==> src/rtl/fifo_access_arbiter.sv <==
// rtl/fifo_access_arbiter.sv - round-robin arbiter sharing one operand FIFO between two requesters
module fifo_access_arbiter #(
  parameter int DATA_WIDTH = 32,
  parameter int TIMEOUT    = 4
) (
  input  logic                  clk,
  input  logic                  reset,
  input  logic                  m0_req,
  input  logic                  m0_wr,
  input  logic [DATA_WIDTH-1:0] m0_din,
  output logic                  m0_grant,
  output logic                  m0_done,
  output logic                  m0_err,
  output logic [DATA_WIDTH-1:0] m0_dout,
  input  logic                  m1_req,
  input  logic                  m1_wr,
  input  logic [DATA_WIDTH-1:0] m1_din,
  output logic                  m1_grant,
  output logic                  m1_done,
  output logic                  m1_err,
  output logic [DATA_WIDTH-1:0] m1_dout,
  output logic                  f_wr_en,
  output logic                  f_rd_en,
  output logic [DATA_WIDTH-1:0] f_din,
  input  logic [DATA_WIDTH-1:0] f_dout,
  input  logic                  f_wr_ack,
  input  logic                  f_wr_err,
  input  logic                  f_rd_ack,
  input  logic                  f_rd_err,
  input  logic                  f_full,
  input  logic                  f_empty
);

  typedef enum logic [1:0] {IDLE, ISSUE, WAIT, RESP} state_t;

  // Last WAIT cycle index at which a silent FIFO forces an error response.
  localparam logic [3:0] TO_LAST = 4'(TIMEOUT - 1);

  state_t                  state_q;
  logic                    winner_q;
  logic                    last_q;
  logic                    op_wr_q;
  logic [DATA_WIDTH-1:0]   data_q;
  logic [3:0]              cnt_q;
  logic                    m0_grant_q, m1_grant_q;
  logic                    m0_done_q, m1_done_q;
  logic                    m0_err_q, m1_err_q;
  logic [DATA_WIDTH-1:0]   m0_dout_q, m1_dout_q;
  logic                    f_wr_en_q, f_rd_en_q;
  logic [DATA_WIDTH-1:0]   f_din_q;

  logic                    winner_d;
  logic                    hit_ack;
  logic                    hit_err;
  logic                    timed_out;

  // The FIFO reports its own overflow/underflow, so the level flags carry no decision here.
  logic                    unused_flags;
  assign unused_flags = f_full ^ f_empty;

  // Round-robin pick: on a conflict the requester not served last wins.
  always_comb begin
    winner_d = 1'b0;
    if (m0_req && m1_req) begin
      winner_d = ~last_q;
    end else if (m1_req) begin
      winner_d = 1'b1;
    end
  end

  // Status decode for the operation in flight; flags of the other operation are ignored.
  always_comb begin
    hit_ack   = op_wr_q ? f_wr_ack : f_rd_ack;
    hit_err   = op_wr_q ? f_wr_err : f_rd_err;
    timed_out = (cnt_q == TO_LAST);
  end

  // Transaction sequencer with all outputs registered.
  always_ff @(posedge clk or posedge reset) begin
    if (reset) begin
      state_q    <= IDLE;
      winner_q   <= 1'b0;
      last_q     <= 1'b1;
      op_wr_q    <= 1'b0;
      data_q     <= '0;
      cnt_q      <= '0;
      m0_grant_q <= 1'b0;
      m1_grant_q <= 1'b0;
      m0_done_q  <= 1'b0;
      m1_done_q  <= 1'b0;
      m0_err_q   <= 1'b0;
      m1_err_q   <= 1'b0;
      m0_dout_q  <= '0;
      m1_dout_q  <= '0;
      f_wr_en_q  <= 1'b0;
      f_rd_en_q  <= 1'b0;
      f_din_q    <= '0;
    end else begin
      f_wr_en_q <= 1'b0;
      f_rd_en_q <= 1'b0;
      m0_done_q <= 1'b0;
      m1_done_q <= 1'b0;
      m0_err_q  <= 1'b0;
      m1_err_q  <= 1'b0;
      case (state_q)
        IDLE: begin
          if (m0_req || m1_req) begin
            winner_q   <= winner_d;
            op_wr_q    <= winner_d ? m1_wr : m0_wr;
            data_q     <= winner_d ? m1_din : m0_din;
            m0_grant_q <= ~winner_d;
            m1_grant_q <= winner_d;
            state_q    <= ISSUE;
          end
        end
        ISSUE: begin
          if (op_wr_q) begin
            f_wr_en_q <= 1'b1;
            f_din_q   <= data_q;
          end else begin
            f_rd_en_q <= 1'b1;
          end
          cnt_q   <= '0;
          state_q <= WAIT;
        end
        WAIT: begin
          if (hit_ack || hit_err || timed_out) begin
            if (winner_q) begin
              m1_done_q <= 1'b1;
              m1_err_q  <= ~hit_ack;
              if (hit_ack && !op_wr_q) m1_dout_q <= f_dout;
            end else begin
              m0_done_q <= 1'b1;
              m0_err_q  <= ~hit_ack;
              if (hit_ack && !op_wr_q) m0_dout_q <= f_dout;
            end
            state_q <= RESP;
          end else begin
            cnt_q <= cnt_q + 4'd1;
          end
        end
        RESP: begin
          m0_grant_q <= 1'b0;
          m1_grant_q <= 1'b0;
          last_q     <= winner_q;
          state_q    <= IDLE;
        end
        default: state_q <= IDLE;
      endcase
    end
  end

  assign m0_grant = m0_grant_q;
  assign m1_grant = m1_grant_q;
  assign m0_done  = m0_done_q;
  assign m1_done  = m1_done_q;
  assign m0_err   = m0_err_q;
  assign m1_err   = m1_err_q;
  assign m0_dout  = m0_dout_q;
  assign m1_dout  = m1_dout_q;
  assign f_wr_en  = f_wr_en_q;
  assign f_rd_en  = f_rd_en_q;
  assign f_din    = f_din_q;

endmodule

==> config.mk <==
export PLATFORM = sky130hd
export DESIGN_NAME = fifo_access_arbiter
export DESIGN_NICKNAME = d
export VERILOG_FILES = /design/src/rtl/fifo_access_arbiter.sv
export SDC_FILE = /design/constraint.sdc
export NUM_CORES = 1
export LEC_CHECK = 0
export BUFFER_PORTS_ARGS = -buffer_cell sky130_fd_sc_hd__buf_4
export CAP_MARGIN = 10
export CORE_MARGIN = 4
export CORE_UTILIZATION = 50
export CTS_CLUSTER_SIZE = 10
export DETAILED_ROUTE_END_ITERATION = 8
export PLACE_DENSITY = 0.76
export SLEW_MARGIN = 10
export SYNTH_ARGS = -nofsm -noshare
export SYNTH_HDL_FRONTEND = slang
export SYNTH_SLANG_ARGS = --single-unit
==> constraint.sdc <==
create_clock -name clk -period 6.1 [get_ports clk]
set_input_delay 0.915 -clock clk [delete_from_list [all_inputs] [get_ports clk]]
set_output_delay 0.915 -clock clk [all_outputs]
set_load 0.01 [all_outputs]
; ---- Word-level counts from Yosys, hierarchy flattened
; Cells that the tools add are included.
[totals]
regBits = 145
latch_bits = 0
ram_bits = 0
mem_bits_ro = 0
in_bits = 108
output_inout_bits = 104
word_cells = 76
mem_count = 0
[classes]
addsub = 1
n_mul = 0
n_div = 0
n_lt_le_gt_ge = 0
n_eq_ne = 7
shift = 0
mux = 31
bitwise = 4
n_reduce_logical = 16
[op_table]
columns = cell, count
row1 = $mux 32, 1
row2 = $mux 1, 23
row3 = $reduce_and 2->1, 5
row4 = $pmux 2 s4, 1
row5 = $pmux 4 s2, 1
row6 = $reduce_and 4->1, 2
row7 = $ne 2x2->1 const B, 3
row8 = $add 4x1->4 const B, 1
row9 = $eq 2x2->1 const B, 2
row10 = $eq 4x2->1 const B, 1
row11 = $mux 2, 2
row12 = $mux 4, 1
row13 = $not 1->1, 4
row14 = $pmux 1 s2, 2
row15 = $reduce_bool 2->1, 2
row16 = $logic_or 1x1->1, 3
row17 = $eq 2x1->1 const B, 1
row18 = $logic_and 1x1->1, 2
row19 = $logic_not 2->1, 1
row20 = $logic_not 1->1, 1

; ---- Depth between registers and ports, before layout
[logic_depth]
ltp_word = 5
depth_mapped = 7

; ---- Worst setup path before layout
; Ideal clock, no wire load.
[synth_timing]
path_type = in2reg
start = input f_rd_ack
end = register m0_dout_q[20] (netlist: m0_dout[20])
setup_ps = 125
arrival_ps = 1759
t_required_ps = 5975
setup_slack_ps = 4216
path_stages = 4
cell_sequence = nand2_1 nor3_2 buf_4 mux2_2
[synth_between]
elab_chain_len = 4
elab_cells_between_ends = 5
[synth_rtl]
columns = item, line_no
row1 = "start, declared", 28  ; input logic f_rd_ack,
row2 = $mux 1 *, 73  ; hit_ack = op_wr_q ? f_wr_ack : f_rd_ack;
row3 = $logic_or 1x1->1 (2 in series), 127  ; if (hit_ack || hit_err || timed_out) begin
row4 = $reduce_and 4->1 (no line) *, --
row5 = "end signal, assigned", 135  ; if (hit_ack && !op_wr_q) m0_dout_q <= f_dout;
row6 = "end, declared", 48  ; logic [DATA_WIDTH-1:0] m0_dout_q, m1_dout_q;
; Every way passes the cells marked *; elsewhere a longest branch is shown, timed or not.
; A chain may end at the register's enable or synchronous reset.

; ---- Worst setup path in the final report
[layout_timing]
start = input m0_req
end = register data_q[4]
[layout_between]
elab_chain_len = 3
elab_cells_between_ends = 5
[layout_rtl]
columns = item, line_no
row1 = "start, declared", 8  ; input logic m0_req,
row2 = $logic_and 1x1->1, 64  ; if (m0_req && m1_req) begin
row3 = $mux 1, 64
row4 = $mux 32, 110  ; data_q <= winner_d ? m1_din : m0_din;
row5 = "end signal, assigned", 110
row6 = "end, declared", 43  ; logic [DATA_WIDTH-1:0] data_q;
; Several ways; a longest one is shown, not always the timed one.

==> flow_metrics.py <==
metrics = {
    "timing": {
        "rsz0062_at_grt": "false",
        "tns_ps": 0,
        "whs_ps": 474,
        "worst_pin_slew_ps": 1030,
        "hold_violations": 0,
        "fin_crit_sh_pct": 36.5,
        "clock.fmax_ghz": 0.450,
        "max_slew_margin_pct": 31.2,
        "skew_ps": 13.5,
        "slew_violations": 0,
        "setup_violations": 0,
        "finalCriticalPeriod_ps": 2220,
    },
    "drt": {
        "vias": 4031,
        "dr.pass1.iters": 4,
        "wirelength_um": 13500,
        "drtIter0Drc": 196,
        "via_per_inst": 5.12,
        "drc": 0,
        "wl_per_cell_um": 17.1,
        "postRouteAntennaNets": 0,
    },
    "power": {
        "powerDensity_nw_per_um2": 522,
        "vdd_drop_max_mv": 0.221,
        "p_leak_nw": 4.05,
    },
    "die": {
        "coreArea_sq_um": 11500,
        "ios": 212,
        "start_util_pct": 51.4,
        "die-area_sq_um": 13600,
        "die_x_um": 117,
        "rows": 39,
        "die_y_um": 117,
    },
    "placement": {
        "place_congestion": 0.809,
        "dp_hpwl_um": 9860,
        "port_buffers": 209,
    },
    "critical_path": {
        "r2r_setup_slack_ps": 4060,
        "arrival_ps": 2490,
        "start_kind": "input pin",
        "required_ps": 6360,
        "crit_path_end_kind": "flop",
        "worstSetupPathType": "in -> reg",
        "critPathMaxFanout": 35,
    },
    "logic_synthesis": {
        "synth_edf_count": 0,
        "ys_seq_area_share_pct": 61.4,
        "synth_area_sq_um": 5910,
        "synth.distinct_cells": 33,
        "synth_area_leaders": "dfrtp_1, mux2_2, mux2i_1, o21ai_0, nand2_1",
        "netlist_instances": 420,
        "async_flop_share_pct": 100,
        "yosys.area.top_type": "dfrtp_1",
        "synth_seq_cells": 145,
        "syn_area_per_cell_sq_um": 14.1,
        "yosys_most_used_dff": "dfrtp_1",
        "synth.top_cell.area_share_pct": 60.9,
        "synth_fp_nets": 534,
        "ys_warn_count": 0,
    },
    "cells_and_area": {
        "final_common_cell": "buf_4",
        "drive_above_1_share_pct": 54.4,
        "layout_common_cells": "buf_4, dfrtp_1, mux2_2",
        "antenna_cells": 0,
        "area_growth_pct": 38.1,
        "nets": 746,
    },
    "grt": {
        "grt_first_pass_wirelength_um": 21500,
        "gr-total-overflow": 0,
        "grt_start_max_net_pins": 84,
        "grt_pass1_vias": 4349,
        "antenna_found_initial": 0,
        "track_usage_pct": 20.5,
    },
    "clocking": {
        "clockBufferDepth": 2,
        "ctsHoldBuffers": 0,
        "clkSinkCount": 145,
        "htree_levels": 4,
        "path_clk_slew_ps": 60,
        "cts_tree": "built",
        "clock_latency_ps": 410,
        "root_buffer": "clkbuf_16",
        "post_cts_buffers": 0,
        "cts_buffers": 17,
        "post_cts_resized": 0,
    },
    "run_status": {
        "status": "finished, final reports clean",
    },
    "flow_run": {
        "maxCapViolations": 0,
    },
    "hold_path": {
        "min_path_type": "reg -> reg",
    },
}
synth_stat cells, drive strengths merged (2+ instances only):
library cell	instances
a22o	2
buf	18
clkbuf	3
dfrtp	144
ha	6
inv	7
mux2	99
mux2i	37
nand2	41
nor2	5
nor3	3
nor3b	2
o21ai	37
o22ai	3
xor2	2
critical path, stage by stage:
cell and delay (ps):
buf_4 140, nand2_1 80, and2_2 830, mux2i_1 370, o21ai_0 130
area by class of cell:
type                       instances  area (sq um)
clock buffer                      18           429
fill                             841          3350
tap                              143           179
multi-input combinational        247          2130
inverter                           7          31.3
clock inverter                    14           156
sequential                       145          3630
timing repair buffer             214          1610
cell families after synthesis:
kind of cell    after synthesis  synth area share, %
simple gates                 56                 4.40
fa+ha+maj                     6                 1.27
xor+xnor                      2                0.296
buf+inv                      28                 2.88
flops                       145                 61.4
mux                         136                 25.2
compound gates               47                 4.61
path summary, 6_finish.rpt:
path	from	endpoint	depth (start not counted)
worst max-delay path	m0_req	data_q[4]	5
min in group asynchronous	reset	m0_dout[15]	2
worst max register to register	state_q[0]	m0_dout[7]	6
max in group asynchronous	reset	data_q[8]	3
worst min-delay path	data_q[31]	data_q[31]	2
worst min register to register	data_q[31]	data_q[31]	2
report_power, final:
part	switching [mW]	internal, mW	total, mW
sequential	0.260	1.42	1.68
combinational	0.699	0.872	1.57
clock	0.408	0.607	1.02
total	1.37	2.90	4.26
stage by stage:
stage,std cells,setup WS [ps],instance area (sq um),power [mW],util (%)
floorplan,420,1290,5910,2.50,-
global placement,756,3580,7580,3.20,65.8
detailed placement,756,3440,7580,3.28,65.8
CTS,788,3880,8170,4.32,70.9
global route,788,3810,8170,4.54,70.9
finish,788,3880,8170,4.26,70.9
registers in the layout, indices dropped and copies added (netlist names), 2 cells and up:
signal / count
data_q: 32
f_din: 32
m0_dout: 32
m1_dout: 32
cnt_q: 4
state_q: 2
routing by layer:
metal	share of wire, %	GRT usage, %
met5	0	0
met4	0.98	5.81
met3	8.4	6.11
met2	48	34.5
met1	42	25.9
(Power assumes the default switching activity.)
